`src/rtl/seg7_scan_driver.sv`:
```
`default_nettype none
// ============================================================================
// Module      : seg7_scan_driver
// Description : Time-multiplexed driver for a bank of common-select
//               seven-segment digits. Captures a packed hex word and per-digit
//               decimal points into shadow registers. It scans one digit per
//               slot through a one-hot select bus, and inserts a dead time at
//               the start of every slot to suppress ghosting.
// Revision    : 1.0 - initial release
// ----------------------------------------------------------------------------
// Parameters  : DIGITS    - number of digits (1..8)
//               SCAN_DIV  - clock cycles per digit slot (>= 2)
//               BLANK_CYC - dead-time cycles at slot start (< SCAN_DIV)
// Ports       : clk        - system clock, rising edge
//               rst_n      - asynchronous active-low reset
//               data       - hex nibbles, nibble i belongs to digit i
//               dp_in      - decimal-point enables, bit i for digit i
//               load       - capture data/dp_in into shadow registers
//               blank_in   - force the display dark while high
//               sela       - one-hot digit select, active-high, registered
//               led        - {dp, a..g}, active-high, registered
//               frame_done - one-cycle pulse when the scan wraps to digit 0
// Options     : SEG7_LZS_EN - when defined, leading-zero suppression is
//               compiled in (digit 0 is never suppressed; dp still shown)
// ============================================================================
module seg7_scan_driver #(
    parameter int DIGITS    = 4,
    parameter int SCAN_DIV  = 1000,
    parameter int BLANK_CYC = 16
) (
    input  logic                clk,
    input  logic                rst_n,
    input  logic [4*DIGITS-1:0] data,
    input  logic [DIGITS-1:0]   dp_in,
    input  logic                load,
    input  logic                blank_in,
    output logic [DIGITS-1:0]   sela,
    output logic [7:0]          led,
    output logic                frame_done
);

    localparam int                 c_cnt_w    = (SCAN_DIV > 1) ? $clog2(SCAN_DIV) : 1;
    localparam int                 c_idx_w    = (DIGITS > 1) ? $clog2(DIGITS) : 1;
    localparam logic [c_cnt_w-1:0] c_cnt_last = c_cnt_w'(SCAN_DIV - 1);
    localparam logic [c_idx_w-1:0] c_idx_last = c_idx_w'(DIGITS - 1);
    localparam logic [c_cnt_w-1:0] c_cnt_one  = c_cnt_w'(1);
    localparam logic [c_idx_w-1:0] c_idx_one  = c_idx_w'(1);
    localparam logic [DIGITS-1:0]  c_sel_one  = DIGITS'(1);

    logic [4*DIGITS-1:0] r_sh_data_q, w_sh_data_d;
    logic [DIGITS-1:0]   r_sh_dp_q,   w_sh_dp_d;
    logic [c_cnt_w-1:0]  r_cnt_q,     w_cnt_d;
    logic [c_idx_w-1:0]  r_idx_q,     w_idx_d;
    logic [3:0]          r_snap_nib_q, w_snap_nib_d;
    logic                r_snap_dp_q,  w_snap_dp_d;
    logic [DIGITS-1:0]   r_sela_q,     w_sela_d;
    logic [7:0]          r_led_q,      w_led_d;
    logic                r_frame_done_q, w_frame_done_d;

    logic                w_slot_start;
    logic                w_cnt_wrap;
    logic                w_in_dead;
    logic                w_suppress;

    function automatic logic [6:0] f_seg7(input logic [3:0] nib);
        logic [6:0] seg;
        case (nib)
            4'h0: seg = 7'h7E;
            4'h1: seg = 7'h30;
            4'h2: seg = 7'h6D;
            4'h3: seg = 7'h79;
            4'h4: seg = 7'h33;
            4'h5: seg = 7'h5B;
            4'h6: seg = 7'h5F;
            4'h7: seg = 7'h72;
            4'h8: seg = 7'h7F;
            4'h9: seg = 7'h73;
            4'hA: seg = 7'h77;
            4'hB: seg = 7'h1F;
            4'hC: seg = 7'h4E;
            4'hD: seg = 7'h3D;
            4'hE: seg = 7'h4F;
            default: seg = 7'h47;
        endcase
        return seg;
    endfunction

`ifdef SEG7_LZS_EN
    logic              r_snap_lz_q, w_snap_lz_d;
    logic [DIGITS-1:0] w_lz_vec;
    logic              w_zero_above;

    // A digit is a leading zero when it and every higher nibble are zero.
    always_comb begin
        w_zero_above = 1'b1;
        w_lz_vec     = '0;
        for (int i = DIGITS - 1; i >= 0; i--) begin
            w_zero_above = w_zero_above & (r_sh_data_q[4*i +: 4] == 4'h0);
            if (i > 0) begin
                w_lz_vec[i] = w_zero_above;
            end
        end
        w_snap_lz_d = w_slot_start ? w_lz_vec[r_idx_q] : r_snap_lz_q;
        w_suppress  = w_snap_lz_d;
    end

    always_ff @(posedge clk or negedge rst_n) begin
        if (!rst_n) begin
            r_snap_lz_q <= 1'b0;
        end else begin
            r_snap_lz_q <= w_snap_lz_d;
        end
    end
`else
    always_comb begin
        w_suppress = 1'b0;
    end
`endif

    always_comb begin
        w_sh_data_d = load ? data  : r_sh_data_q;
        w_sh_dp_d   = load ? dp_in : r_sh_dp_q;

        w_slot_start = (r_cnt_q == '0);
        w_cnt_wrap   = (r_cnt_q == c_cnt_last);
        w_cnt_d      = w_cnt_wrap ? '0 : r_cnt_q + c_cnt_one;

        w_idx_d = r_idx_q;
        if (w_cnt_wrap) begin
            w_idx_d = (r_idx_q == c_idx_last) ? '0 : r_idx_q + c_idx_one;
        end

        // The snapshot mux is used directly for the output encoding so that
        // a slot with no dead time still shows its own digit from cnt == 0.
        w_snap_nib_d = w_slot_start ? r_sh_data_q[{r_idx_q, 2'b00} +: 4] : r_snap_nib_q;
        w_snap_dp_d  = w_slot_start ? r_sh_dp_q[r_idx_q] : r_snap_dp_q;

        w_in_dead = (32'(r_cnt_q) < 32'(BLANK_CYC));

        w_sela_d = '0;
        w_led_d  = '0;
        if (!blank_in && !w_in_dead) begin
            w_sela_d = c_sel_one << r_idx_q;
            w_led_d  = {w_snap_dp_d, (w_suppress ? 7'h00 : f_seg7(w_snap_nib_d))};
        end

        w_frame_done_d = w_cnt_wrap && (r_idx_q == c_idx_last);
    end

    always_ff @(posedge clk or negedge rst_n) begin
        if (!rst_n) begin
            r_sh_data_q    <= '0;
            r_sh_dp_q      <= '0;
            r_cnt_q        <= '0;
            r_idx_q        <= '0;
            r_snap_nib_q   <= 4'h0;
            r_snap_dp_q    <= 1'b0;
            r_sela_q       <= '0;
            r_led_q        <= 8'h00;
            r_frame_done_q <= 1'b0;
        end else begin
            r_sh_data_q    <= w_sh_data_d;
            r_sh_dp_q      <= w_sh_dp_d;
            r_cnt_q        <= w_cnt_d;
            r_idx_q        <= w_idx_d;
            r_snap_nib_q   <= w_snap_nib_d;
            r_snap_dp_q    <= w_snap_dp_d;
            r_sela_q       <= w_sela_d;
            r_led_q        <= w_led_d;
            r_frame_done_q <= w_frame_done_d;
        end
    end

    assign sela       = r_sela_q;
    assign led        = r_led_q;
    assign frame_done = r_frame_done_q;

endmodule
`default_nettype wire

```
`config.mk`:
```
export PLATFORM = sky130hd
export DESIGN_NAME = seg7_scan_driver
export DESIGN_NICKNAME = d
export VERILOG_FILES = /design/src/rtl/seg7_scan_driver.sv
export SDC_FILE = /design/constraint.sdc
export NUM_CORES = 1
export LEC_CHECK = 0
export CAP_MARGIN = 10
export CORE_ASPECT_RATIO = 1.2
export CORE_UTILIZATION = 53
export CTS_BUF_LIST = sky130_fd_sc_hd__clkbuf_8 sky130_fd_sc_hd__clkbuf_16
export CTS_CLUSTER_DIAMETER = 60
export DETAILED_ROUTE_END_ITERATION = 16
export PLACE_DENSITY_LB_ADDON = 0.3
export SETUP_SLACK_MARGIN = 0.5
export SYNTH_ARGS = -nofsm -noshare
export SYNTH_HDL_FRONTEND = slang
export SYNTH_SLANG_ARGS = --single-unit
```
`constraint.sdc`:
```
create_clock -name clk -period 3.2 [get_ports clk]
set_clock_uncertainty 0.15 [all_clocks]
set_input_delay 0.64 -clock clk [delete_from_list [all_inputs] [get_ports clk]]
set_output_delay 0.64 -clock clk [all_outputs]
set_load 0.05 [all_outputs]
```
; ---- Word level (Yosys, flattened, before mapping)
; Memory sizes are Yosys's and may differ from the RTL's.
; Index checks and enable logic that the tools add are counted.
[word_totals]
regBits = 50
mem_bits_ro = 112
elab_cells = 31
n_memories = 1
[mem_list]
columns = name, depth, width, rd, rd_clocked_by_memory_dff, write_ports, line_no
row1 = (name not given), 16, 7, 1, 0, 0, 67  ; case (nib)
[op_classes]
add_sub_neg = 2
n_lt_le_gt_ge = 2
n_eq_ne = 2
shifts = 2
mux = 8
reduce_logical = 5
[ops]
columns = cell, n
row1 = 16-bit by 5-bit indexed part select with 4-bit output, 1
row2 = 10-bit by 1-bit adder with 10-bit output (second input constant), 1
row3 = 10-bit equality test (second input constant), 1
row4 = 10-bit logical NOT, 1
row5 = 10-bit by 5-bit less-than comparator with 1-bit output (second input constant), 1
row6 = 10-bit 2-to-1 mux, 1
row7 = 4-bit 2-to-1 mux, 2
row8 = 8-bit 2-to-1 mux, 1
row9 = 1-bit by 2-bit << shifter with 4-bit output (first input constant), 1
row10 = 2-bit by 3-bit less-than comparator with 1-bit output (second input constant), 1
row11 = 2-bit by 1-bit adder with 2-bit output (second input constant), 1
row12 = 1-bit binary-select mux with 2-bit select, 1
row13 = 2-bit equality test (second input constant), 1
row14 = 1-bit logical AND, 2
row15 = 1-bit logical NOT, 2
row16 = 1-bit 2-to-1 mux, 2
row17 = 2-bit 2-to-1 mux, 1

; ---- Logic depth before layout (Yosys ltp)
; Gate-level depths: netlist of run 1.
[depth]
word_depth = 4
depth_mapped = 10
depth_no_buf = 10

; ---- Least setup slack after synthesis of run 1
; OpenSTA, ideal clock, no wires.
[synth_path]
path_type = reg2reg
start = register r_cnt_q[0]
end = register r_led_q[2], in the netlist led[2]
setup_ps = 77
arrival_ps = 2210
path_slack_ps = 763
path_stages_with_launch = 10
path_buffers = 0
path_cell_list = dfrtp_1 > inv_1 > ha_1 > nor3b_1 > nand3_1 > mux2i_1 > inv_1 > ha_1 > mux2_2 > a21oi_1
[synth_via]
elab_chain_cells = 4
elab_cells_between_ends = 7
[synth_rtl]
columns = element, line_no
row1 = from (decl), 52  ; logic [c_cnt_w-1:0] r_cnt_q, w_cnt_d;
row2 = from (signal assigned), 164  ; r_cnt_q <= w_cnt_d;
row3 = 10-bit logical NOT, 124  ; w_slot_start = (r_cnt_q == '0);
row4 = 4-bit 2-to-1 mux, 135  ; w_snap_nib_d = w_slot_start ? r_sh_data_q[{r_idx_q, 2'b00} +: 4] : r_snap_nib_q;
row5 = named net w_snap_nib_d[0], 54  ; logic [3:0] r_snap_nib_q, w_snap_nib_d;
row6 = memory read 16 x 7 bit, -
row7 = 8-bit 2-to-1 mux, 142  ; if (!blank_in && !w_in_dead) begin
row8 = named net w_led_d[2], 57  ; logic [7:0] r_led_q, w_led_d;
row9 = to (signal assigned), 169  ; r_led_q <= w_led_d;
row10 = to (decl), 57
; The timed path passes the listed nets, and every way through them passes these cells.
; A chain may end at the register's enable or synchronous reset.

; ---- Worst setup path in the final report of run 1
[layout_path]
start = register r_cnt_q[0]
end = register r_led_q[3], in the netlist led[3]
[layout_via]
elab_chain_cells = 4
elab_cells_between_ends = 7
[layout_rtl]
columns = element, line_no
row1 = 10-bit logical NOT / 10-bit by 5-bit less-than comparator with 1-bit output (equally long branches), "124, 138"
row2 = 4-bit 2-to-1 mux / 1-bit logical NOT (equally long branches), "135, 142"
row3 = memory read 16 x 7 bit / 1-bit logical AND (equally long branches), -
row4 = 8-bit 2-to-1 mux (*), 142
row5 = named net w_led_d[3], 57
; The timed path passes the listed nets; every way through them passes the cells marked *.

==> run metrics, run 1 <==
kind of critical path=register to register; syn_nets=221; Tmin final=2540 ps; R2R Path Start=r_cnt_q[0]$_DFF_PN0_; die span in x=63.1 microns; DR vias/cell=5.64; hold crit path type=input pin to asynchronous set/reset pin; core footprint=4290 sq um; slowest CP cell=dfrtp_1; critical path capture point type=register; hold_buf cts=0; Initial Util=55.4%; CP top delay family=simple AND/OR/NAND/NOR gates; Slew Limit Fails=0; top_reg_cell synth=dfrtp_1; routed wire length on met2=2090 microns; drt first pass iters=4; worst path cell trace=inv_1, ha_1, nor3b_2, nand3_2, mux2i_2, inv_1, ha_1, nor3_1, o21ai_0, a21boi_0; Synth cell types=40; Clock Pin Slew Worst Setup and Hold Paths=90 ps; area of placed instances=2800 sq um; CP required=3290 ps; drt wl/cell=14.6 microns; Cell Rows=26; post-route cell area=2940 sq um; Synth area leader=dfrtp_1; WP buf/inv=2; relative slew slack=59.0%; I/O Buffers=36; Setup TNS=0 ps; outcome=finished, final reports clean; Max Cap Viol=0; die outline height=75.4 microns; Pleak=1.27 nW; Avg Synthesized Cell Area=12.7 sq um; FMAX=0.394 GHz; RSZ-0062 raised after global routing=no; R2R Path End=led[3]$_DFF_PN0_; DP Cell Count=277; first-pass GRT wire length=7000 microns; PwrDens=444 nW/um^2; Setup Viol. Count Final=0; CTS max path bufs=2; CP arrival=2620 ps; metal3 WL=195 microns; Final Hold Fails=0; placer congestion estimate=0.816; routed via count=1606; number of diodes=0; Overflow after GRT=0; top sig layer=met4; clock sink count=50; Warnings, synthesis=0; final total power=1.30 mW; Tcrit/Tclk final=79.3%; number of H-tree levels=2; CP peak stage delay=420 ps; Synth area leaders=dfrtp_1, mux2_2, mux4_1; initial antenna violation count=0; crit path max fanout=4; Post-Layout Cell Count=285; dpl hpwl=3030 microns; vias in the first global route=1508; Reg2Reg Setup Slack=660 ps; ys async rst share=100%; CTS buffer count=5; die area=4760 sq um; Peak VDD IR=0.437 mV; Final Util=68.4%; Clk Latency, worst-skew pair=310 ps; Total Wirelength=4170 microns; # IOs=37; M1 WL=1810 microns; share of the synthesized area in the top cell type=52.6%; Reg2Reg Depth=10; Worst-Margin Slew=615 ps; Yosys reg bits=50; EDFF count, synth=0; Area Growth Syn to Fin=23.5%; Syn Inst Count=187; DR iter-0 viols=92; largest net degree at the start of global routing=51; ANT nets after route=0; CTS tree=built; nets=262; Post-Syn Area=2380 sq um; DR DRC count=0; CP startpoint=r_cnt_q[0]$_DFF_PN0_; register area share after synthesis=52.6%; Startpoint Class=register; Clock Root Buffer=clkbuf_8; GRT Util Overall=19.7%; share of post-route cells with drive strength above 1=22.7%
-- layout by cell type (no fill, tap or decap), types with 2 or more instances in the layout --
| cell type | n |
|---|---|
| a21oi_1 | 5 |
| and2_1 | 6 |
| buf_4 | 4 |
| clkbuf_8 | 5 |
| clkdlybuf4s50_1 | 35 |
| clkinvlp_4 | 2 |
| dfrtp_1 | 49 |
| ha_1 | 10 |
| inv_1 | 11 |
| mux2_2 | 22 |
| mux2i_1 | 3 |
| mux2i_2 | 2 |
| mux4_1 | 5 |
| nand2_1 | 4 |
| nand3_1 | 6 |
| nor2_1 | 10 |
| nor2_2 | 2 |
| nor3_1 | 5 |
| o21ai_0 | 4 |
| o22ai_1 | 2 |
| o31a_1 | 2 |
| o31ai_1 | 3 |
| or4_4 | 2 |
| xnor2_1 | 4 |
| xor2_1 | 3 |
-- flip-flops by register name (all words and copies together), names as in the netlist --
register and flops:
r_idx_q 2, frame_done 1, r_sh_dp_q 4, led 8, sela 4, r_snap_dp_q 1, r_cnt_q 10, r_sh_data_q 16
r_snap_nib_q 4
-- power breakdown --
part	leakage, nW	internal (mW)	switching [mW]
Sequential	0.618	0.668	0.0156
Clock	0.0504	0.232	0.215
Combinational	0.600	0.0870	0.0851
-- synthesized netlist by cell type (3+ instances only) --
| master | instances |
|---|---|
| a21oi_1 | 5 |
| and2_1 | 6 |
| clkbuf_1 | 4 |
| dfrtp_1 | 50 |
| ha_1 | 10 |
| inv_1 | 11 |
| mux2_2 | 22 |
| mux2i_1 | 5 |
| mux4_1 | 5 |
| nand2_1 | 4 |
| nand3_1 | 7 |
| nor2_1 | 11 |
| nor3_1 | 5 |
| o21ai_0 | 4 |
| o31ai_1 | 3 |
| xnor2_1 | 4 |
| xor2_1 | 3 |
-- how the worst max path moves through the flow --
stage / depth (start not counted) / slack (ps) / end
6_report: 10 / 660 / led[3]$_DFF_PN0_
3_3_place_gp: 9 / 610 / led[2]$_DFF_PN0_
5_1_grt: 10 / 520 / led[3]$_DFF_PN0_
2_1_floorplan: 9 / 760 / led[2]$_DFF_PN0_
3_5_place_dp: 9 / 480 / led[2]$_DFF_PN0_
4_1_cts: 9 / 530 / led[2]$_DFF_PN0_
-- kinds of logic after synthesis --
family                     synth area share [%]
DFF                                        52.6
and+or+nand+nor                            11.4
muxes                                      18.1
AOI/OAI and AO/OA                          6.74
buffers and inverters                      3.32
adders and majority gates                  5.26
xor gates and xnor gates                   2.58
-- timing repair --
item | in CTS | in global routing
gates resized for setup | 3 | 4
cloned | 0 | 0
setup buffers | 0 | 0
setup endpoints to repair | 2 | 6
-- layer usage --
metal	global-route usage, %	up-vias
met5	0	-
met4	9.30	0
met3	4.79	8
met2	32.4	53
met1	25.1	791
li1	-	754
-- per-stage QoR --
stage / setup WS, ps / hold WS, ps
floorplan: 763 / 194
global placement: 607 / 317
detailed placement: 478 / 337
CTS: 529 / 288
global route: 523 / 325
finish: 663 / 274
-- layout make-up --
cell class / instances / area (sq um)
Multi-Input combinational cell: 120 / 1070
Clock buffer: 5 / 68.8
Clock inverter: 3 / 45.0
Timing Repair Buffer: 40 / 385
Sequential cell: 50 / 1250
Inverter: 11 / 41.3
Fill cell: 326 / 1360
Tap cell: 56 / 70.1
Power figures use the tool's default switching activity.
==> run 2, diff against run 1 <==
- CORE_UTILIZATION: 53 -> 48
- clock period: 3.2 -> 2 ns (I/O delays scaled with it)
==> run metrics, run 2 (synthesis gave the netlist of run 1 again) <==
Top reg by flops=r_sh_data_q; vias in the first global route=1883; number of H-tree levels=2; DR iter-0 viols=127; Reg2Reg Setup Slack=-440 ps; number of diodes=0; RSZ-0062 raised after global routing=yes; die span in x=66.2 microns; R2R Path Start=r_cnt_q[0]$_DFF_PN0_; PwrDens=575 nW/um^2; Max Cap Viol=0; worst setup margin=-436 ps; Cell Rows=27; DP Cell Count=317; Clock Pin Slew Worst Setup and Hold Paths=90 ps; Tmin final=2440 ps; I/O Buffers=36; Tcrit/Tclk final=122%; Clock Root Buffer=clkbuf_8; initial antenna violation count=0; kind of critical path=register to register; clock sink count=50; # fillers=312; Initial Util=51.0%; Final Hold Fails=0; dpl ws=-400 ps; Area Growth Syn to Fin=47.6%; Startpoint Class=register; critical path capture point type=register; WHS Endpoint=r_sh_data_q[2]$_DFFE_PN0P_; hold crit path type=register to register; ANT nets after route=0; placer congestion estimate=0.900; CP arrival=2470 ps; Slew Limit Fails=0; FMAX=0.411 GHz; final total power=2.02 mW; dpl hpwl=3790 microns; core footprint=4660 sq um; GRT Util Overall=22.0%; CP required=2040 ps; outcome=complete, but fails checks; nets=315; CTS tree=built; DR DRC count=0; max FFs per register=16; Pleak=1.60 nW; Peak VDD IR=0.489 mV; drt wl/cell=16.8 microns; Setup TNS=-3410 ps; die outline height=79.1 microns; Overflow after GRT=0; relative slew slack=71.2%; Worst-Margin Slew=429 ps; Post-Layout Cell Count=340; Total Wirelength=5720 microns; routed via count=1865; R2R Path End=led[0]$_DFF_PN0_; DR vias/cell=5.49; Hold Path Cell Cnt=1; drt first pass iters=4; share of post-route cells with drive strength above 1=50.4%; commonest non-fill, non-tap cell in the layout=buf_4; most frequent cells in the layout=buf_4, dfrtp_1, mux2_2, clkdlybuf4s50_1, buf_6; Reg2Reg Depth=6; CTS max path bufs=2; Setup Viol. Count Final=15; die area=5240 sq um; first-pass GRT wire length=8470 microns; failing checks=setup timing; crit path max fanout=4; # IOs=37; largest net degree at the start of global routing=21; CTS buffer count=5; Hold Crit Start=r_sh_data_q[2]$_DFFE_PN0P_; Clk Latency, worst-skew pair=300 ps
-- run 2: worst max path at each step --
stage                    startpoint          endpoint  slack, ps  cells past startpoint
6_report       r_cnt_q[0]$_DFF_PN0_  led[0]$_DFF_PN0_       -440                      6
5_1_grt        r_cnt_q[0]$_DFF_PN0_  led[6]$_DFF_PN0_       -510                     10
4_1_cts        r_cnt_q[8]$_DFF_PN0_  led[0]$_DFF_PN0_       -360                      4
3_5_place_dp   r_cnt_q[9]$_DFF_PN0_  led[3]$_DFF_PN0_       -400                      9
3_3_place_gp   r_cnt_q[8]$_DFF_PN0_  led[4]$_DFF_PN0_       -340                      4
2_1_floorplan  r_cnt_q[5]$_DFF_PN0_  led[4]$_DFF_PN0_       -370                      5
-- run 2: power breakdown --
group | internal [mW] | switching (mW)
clock | 0.278 | 0.327
combinational | 0.163 | 0.152
sequential | 1.07 | 0.0288
-- run 2: worst max-delay path: stages (launching register included) --
cell	delay [ps]
dfrtp_1	420
inv_2	100
ha_4	140
or3b_4	400
o31a_4	300
or4_4	550
o221a_1	270
-- run 2: layout make-up --
type / instances / area [sq um] / share of cell area (%)
Inverter: 11 / 43.8 / 1.25
Tap cell: 58 / 72.6 / 2.07
Clock buffer: 6 / 82.6 / 2.35
Clock inverter: 2 / 12.5 / 0.357
Sequential cell: 50 / 1250 / 35.7
Multi-Input combinational cell: 121 / 1230 / 35.2
Timing Repair Buffer: 92 / 811 / 23.1
-- run 2: what timing repair did --
item,CTS,global route
gates resized for setup,21,23
hold buffers,1,0
cloned,0,1
setup buffers,7,6
endpoints found under the hold margin,17,0
setup endpoints to repair,28,28
pin swaps,1,8
-- run 2: metal layers --
layer,GRT usage [%],vias up,routed length [microns]
li1,-,855,-
met1,25.8,934,2260
met2,39.4,64,3070
met3,4.89,12,297
met4,7.02,0,91
met5,0,-,0
-- run 2: metrics by stage --
| step | util (%) | hold slack, ps | cell area (sq um) |
|---|---|---|---|
| CTS | 72.5 | 359 | 3380 |
| floorplan | - | -45.6 | 2460 |
| detailed placement | 67.3 | 216 | 3140 |
| global placement | 67.3 | 210 | 3140 |
| global route | 75.3 | 376 | 3510 |
| finish | 75.3 | 355 | 3510 |
==> run 3, diff against run 2 <==
- ABC_CLOCK_PERIOD_IN_PS: default -> 2000
==> results of run 3 <==
The final DEF is identical to that of run 2; final timing and power are the same.
